===== src/rtl/gin_bus_buffered.sv =====
// ----------------------------------------------------------------------------
// gin_bus_buffered
//
// Global-input-network bus with a buffered output stage per controller. A scan
// chain loads one tag ID into each controller. A source word presented with a
// destination tag is pushed into the FIFO of every controller whose ID matches.
// Each FIFO then drains to its own target through a separate enable/ready
// handshake.
//
// Handshakes (valid/ready): a transfer happens on a rising edge where valid and
// ready are both 1. Valid may not depend on ready. On the bus, valid is
// i_bus_enable and ready is o_bus_ready. On each target, valid is
// o_target_enable[i] and ready is i_target_ready[i].
//
// Optional feature: define GIN_BROADCAST_EN to make the all-ones tag match
// every controller.
//
// Ports
//   i_clk                clock; all state updates happen on the rising edge
//   i_rst                synchronous active-high reset
//   i_program            scan-chain shift enable; blocks bus acceptance
//   i_scan_tag_in        scan data shifted into controller 0
//   o_scan_tag_next_bus  ID of the last controller, for chaining to another bus
//   i_bus_enable         source valid
//   o_bus_ready          bus can accept a word this cycle
//   i_tag                destination tag of the presented word
//   i_data_source        presented word
//   i_target_ready       per-target ready
//   o_target_enable      per-target valid (FIFO i is non-empty)
//   o_output_value       FIFO heads; controller i is in slice i (0 when empty)
//   o_bus_idle           all FIFOs are empty and i_program is low
// ----------------------------------------------------------------------------
module gin_bus_buffered #(
   parameter int BITWIDTH        = 16,
   parameter int TAG_LENGTH      = 4,
   parameter int NUM_CONTROLLERS = 10,
   parameter int FIFO_DEPTH      = 4
) (
   input  logic                                i_clk,
   input  logic                                i_rst,
   input  logic                                i_program,
   input  logic [TAG_LENGTH-1:0]               i_scan_tag_in,
   output logic [TAG_LENGTH-1:0]               o_scan_tag_next_bus,
   input  logic                                i_bus_enable,
   output logic                                o_bus_ready,
   input  logic [TAG_LENGTH-1:0]               i_tag,
   input  logic [BITWIDTH-1:0]                 i_data_source,
   input  logic [NUM_CONTROLLERS-1:0]          i_target_ready,
   output logic [NUM_CONTROLLERS-1:0]          o_target_enable,
   output logic [BITWIDTH*NUM_CONTROLLERS-1:0] o_output_value,
   output logic                                o_bus_idle
);

   localparam int          AW         = $clog2(FIFO_DEPTH);
   localparam logic [AW:0] FULL_COUNT = (AW+1)'(FIFO_DEPTH);

   logic [TAG_LENGTH-1:0]      r_id [NUM_CONTROLLERS];
   logic [NUM_CONTROLLERS-1:0] w_match;
   logic [NUM_CONTROLLERS-1:0] w_full;
   logic [NUM_CONTROLLERS-1:0] w_empty;
   logic [NUM_CONTROLLERS-1:0] w_push;
   logic [NUM_CONTROLLERS-1:0] w_pop;
   logic                       w_bcast;
   logic                       w_accept;

`ifdef GIN_BROADCAST_EN
   assign w_bcast = &i_tag;
`else
   assign w_bcast = 1'b0;
`endif

   // Ready depends only on the tag, i_program and the registered full flags.
   // It never depends on target ready, so a pop in the same cycle cannot make
   // room in a full FIFO.
   assign o_bus_ready         = !i_program && (&(~w_match | ~w_full));
   assign w_accept            = i_bus_enable && o_bus_ready;
   assign o_bus_idle          = (&w_empty) && !i_program;
   assign o_scan_tag_next_bus = r_id[NUM_CONTROLLERS-1];

   // Scan chain: controller 0 takes the scan input and every later controller
   // takes its predecessor's ID.
   always_ff @(posedge i_clk) begin
      if (i_rst) begin
         for (int i = 0; i < NUM_CONTROLLERS; i++) r_id[i] <= '0;
      end else if (i_program) begin
         r_id[0] <= i_scan_tag_in;
         for (int i = 1; i < NUM_CONTROLLERS; i++) r_id[i] <= r_id[i-1];
      end
   end

   genvar g;
   generate
      for (g = 0; g < NUM_CONTROLLERS; g++) begin : g_ctrl
         logic [BITWIDTH-1:0] r_mem [FIFO_DEPTH];
         logic [AW-1:0]       r_rd_ptr;
         logic [AW-1:0]       r_wr_ptr;
         logic [AW:0]         r_count;

         assign w_match[g] = w_bcast || (r_id[g] == i_tag);
         assign w_full[g]  = (r_count == FULL_COUNT);
         assign w_empty[g] = (r_count == '0);
         assign w_push[g]  = w_accept && w_match[g];
         // A pop needs a word already in the FIFO, so a word pushed into an
         // empty FIFO becomes visible on the next cycle.
         assign w_pop[g]   = !w_empty[g] && i_target_ready[g];

         always_ff @(posedge i_clk) begin
            if (i_rst) begin
               r_rd_ptr <= '0;
               r_wr_ptr <= '0;
               r_count  <= '0;
            end else begin
               if (w_push[g]) r_wr_ptr <= r_wr_ptr + AW'(1);
               if (w_pop[g])  r_rd_ptr <= r_rd_ptr + AW'(1);
               case ({w_push[g], w_pop[g]})
                  2'b10:   r_count <= r_count + (AW+1)'(1);
                  2'b01:   r_count <= r_count - (AW+1)'(1);
                  default: r_count <= r_count;
               endcase
            end
         end

         // Storage needs no reset because the output slice is forced to 0
         // whenever the FIFO is empty.
         always_ff @(posedge i_clk) begin
            if (w_push[g]) r_mem[r_wr_ptr] <= i_data_source;
         end

         assign o_target_enable[g] = !w_empty[g];
         assign o_output_value[g*BITWIDTH +: BITWIDTH] =
            w_empty[g] ? '0 : r_mem[r_rd_ptr];
      end
   endgenerate

endmodule

===== config.mk =====
export PLATFORM = sky130hd
export DESIGN_NAME = gin_bus_buffered
export DESIGN_NICKNAME = d
export VERILOG_FILES = /design/src/rtl/gin_bus_buffered.sv
export SDC_FILE = /design/constraint.sdc
export NUM_CORES = 1
export LEC_CHECK = 0
export CAP_MARGIN = 20
export CORE_MARGIN = 2
export CORE_UTILIZATION = 53
export CTS_CLUSTER_SIZE = 24
export DETAILED_ROUTE_END_ITERATION = 12
export PLACE_DENSITY = 0.76
export REMOVE_ABC_BUFFERS = 1
export SYNTH_ARGS = -nofsm -noshare
export SYNTH_HDL_FRONTEND = slang
export SYNTH_SLANG_ARGS = --single-unit
export TNS_END_PERCENT = 20

===== constraint.sdc =====
create_clock -name i_clk -period 2.65 [get_ports i_clk]
set_input_delay 0.3975 -clock i_clk [delete_from_list [all_inputs] [get_ports i_clk]]
set_output_delay 0.3975 -clock i_clk [all_outputs]
set_load 0.05 [all_outputs]

==> results.md <==
- Yosys top cell by area: edfxtp_1
- Post-route design area: 37500 sq um
- CORE AREA: 57700 sq um
- Min-delay src: i_rst
- Skew final: between 20 and 30 ps
- Worst rel slew slack: between 30 and 40%
- Num CTS Buffers: 77
- Maximum vdd drop: between 0.0005 and 0.0006 V
- Drt pass-1 iters: 5
- Most frequent cell after synthesis: edfxtp_1
- Leakage: 12.9 nW
- Crit path max fanout: 6
- Cells after Synth: ~1700
- CTS root buffer: clkbuf_16
- Initial Util: 53.5%
- Worst-margin pin slew: 1030 ps
- Failing checks: negative setup slack
- # DRC: 0
- Period Utilization, post-route: 109%
- Comb power frac: 5.8%
- Ports: between 200 and 250
- # hold bufs at CTS: 0
- Die span in x: 245 microns
- Crit path DAT: ~3400 ps
- Post-DRT Antenna Nets: 0
- Placement Rows: 88
- Max Clock Freq: 0.348 GHz
- Post-Route WL: 65500 microns
- Pint: between 20 and 25 mW
- Total track usage: 22.1%
- Area Growth Syn to Fin: 21.6%
- Setup TNS: -2520 ps
- Synth top area cells: edfxtp_1 (66%), mux4_2 (12%), dfxtp_1 (5.8%), and2_1 (5.1%), ha_1 (2.0%)
- Sw frac: between 20% and 30%
- Final hold violation count: 0
- Overall Power: 25.6 mW
- Largest net degree at the start of global routing: 102
- Fillers: 3923
- Post-DR wirelength/cell: ~23 microns
- Layout cells sized above 1: 31.5%
- Crit path buf inv count: 4
- DIE HEIGHT: 245 microns
- Worst reg-to-reg path cell count: 14
- Status: complete, but fails checks
- Critical R2R Launch: r_id[1][0]
- Clock Sink Count: between 700 and 800
- Register area share after synthesis: 71.9%
- Post-synth top cells: edfxtp_1 (680), and2_1 (250), mux4_2 (160)
- Final GP Congestion: 0.804
- Post-place instance area: 34800 sq um
- Crit Path Category: reg2reg
- DRT iter0 DRCs: 1202
- Synth top area share: 66.1%
- Required time of the critical path: 3180 ps
- Antenna violations before repair: 0
- Clock network fraction of total power: ~42%
- Critical Path Slowest Stage Cell: edfxtp_1
- Flop-to-flop setup slack: -230 ps
- CTS tree: done
- DR vias: 15800
- Worst hold-check path type: in2reg
- GR Overflow Total: 0
- H-Tree Depth: 3
- Post-synthesis cell area: between 30000 and 40000 sq um
- Synth warnings: 0
- First-pass GRT wire length: 98600 microns
- Setup-failing EPs final: 19
- Min Tclk post-route: 2880 ps
- Yosys reg bits: 770
- CP Cell Sequence: xor2_1, nor4_2, buf_4, nand4_1, nand4_1, buf_6, nor3_4, inv_1, ha_2, inv_2, fa_2, xor2_1, or3_1, a21oi_2
- Clock-pin transition on the worst setup and hold timing paths: 60 ps
- Ys async rst share: 0%
- Critical path endpoint category: flip-flop
- Final cell count without fillers: around 2900
- Critical Path Sink: g_ctrl[6].r_count[2]
- Vias per cell: 5.50
- Placed Instances: 2736
- Power Density: 683 nW/um^2
- MaxCap Viol Count: 0
- Worst skew pair latency: 620 ps
- DPL Wire Length: slightly below 40000 microns
- RSZ-0062 raised after global routing: yes
- Port buffer count: 213
- Post-synth EDFFs: 680
- Top delay family on crit path: simple AND/OR/NAND/NOR gates
- Critical Path Max Stage Delay: just over 400 ps
- Leading register cell type out of synthesis: edfxtp_1
- R2R Path End: g_ctrl[6].r_count[2]
- Psw: 5.42 mW
- Startpoint Class: flip-flop
- Worst Setup SP: r_id[1][0]
- Clk buf depth: 3
- CP Depth: 14
- Number of global-route vias before repair: roughly 16000
- Seq pwr share: 52.1%
- Ant. Diodes: 0
- Slew Limit Fails: 0
- Nets: 2157
- Setup slack after layout: -227 ps
- Die area: between 60000 and 70000 sq um
- Avg Inst Size Synth: 18.2 sq um
- Library cells used by synthesis: 32
stage by stage:
step	setup WS, ps	hold WS (ps)	utilization, %
after CTS	-254	306	65.0
final	-227	334	65.1
after global placement	-919	472	60.3
after floorplan	-879	456	-
after detailed placement	-1020	499	60.3
after global routing	-381	350	65.1
worst min path at each step:
stage                                       end  slack (ps)  depth (start not counted)
after floorplan            g_ctrl[3].r_count[2]         460                          2
after global placement     g_ctrl[3].r_count[2]         470                          2
after detailed placement   g_ctrl[0].r_count[1]         500                          2
after CTS                             flip-flop         310                          3
after global routing      g_ctrl[0].r_rd_ptr[0]         350                          3
final                     g_ctrl[6].r_rd_ptr[0]         330                          3
cells in the final DEF (no fill, tap or decap), types with 20 or more instances in the layout:
cell,Yosys,routed
clkbuf_16,0,82
buf_12,0,41
nand2b_1,20,20
and2_1,250,250
nor2_1,83,81
nand2_1,21,21
xor2_1,70,69
ha_1,50,41
buf_4,0,261
inv_1,60,54
edfxtp_1,680,680
mux4_2,160,160
clkdlybuf4s50_1,0,30
dfxtp_1,90,89
logic make-up after synthesis:
| group | after synthesis | share of synthesized area [%] |
|---|---|---|
| flip-flops | 770 | 71.9 |
| AND/OR/NAND/NOR | 428 | 8.15 |
| multiplexers | 180 | 12.5 |
| buffers and inverters | 142 | 1.91 |
| XOR/XNOR | 80 | 2.27 |
| adder cells (fa/ha/maj) | 60 | 2.67 |
| AO/OA/AOI/OAI | 33 | 0.595 |
power groups by stage:
stage / Clock (mW) / Sequential (mW) / Combinational, mW
after floorplan: 0 / 13.6 / 0.723
after global placement: 0 / 13.6 / 1.44
after detailed placement: 0 / 13.6 / 1.48
after CTS: 11.0 / 13.3 / 1.51
after global routing: 11.4 / 13.4 / 1.59
final: 10.8 / 13.3 / 1.49
registers in the layout, summed over array words and instances, names as in the netlist, named ones only:
name	count
g_ctrl.r_rd_ptr	20
g_ctrl.r_count	30
g_ctrl.r_wr_ptr	20
g_ctrl.r_mem	640
r_id	40
area by class of cell:
| type | count | area, sq um | area share [%] |
|---|---|---|---|
| Tap cell | 765 | 957 | 2.55 |
| Timing Repair Buffer | 369 | 3420 | 9.12 |
| Clock buffer | 98 | 2140 | 5.70 |
| Multi-Input combinational cell | 781 | 8200 | 21.8 |
| Sequential cell | 770 | 22200 | 59.2 |
| Clock inverter | 35 | 377 | 1.00 |
| Inverter | 60 | 225 | 0.600 |
worst reg2reg max path: stages (launching register included):
cell and delay (ps):
edfxtp_1 410, xor2_1 170, nor4_2 300, buf_4 170, nand4_1 100, nand4_1 170
buf_6 190, nor3_4 60, inv_1 60, ha_2 180, inv_2 40, fa_2 330
xor2_1 160, or3_1 350, a21oi_2 140
per-layer routing:
metal,track usage [%],vias up,wire length (microns)
met3,3.20,70,3840
met2,37.7,471,33600
met1,29.9,8188,27000
met4,5.94,0,1030
li1,-,7094,-
met5,0,-,0
timing repair:
item / 4_1_cts / 5_1_grt
buffers inserted: 8 / 1
gates resized for setup: 52 / 17
pin swaps: 16 / 7
endpoints found under the setup margin: 52 / 70
Note: power is estimated with default switching activity, not from simulation.
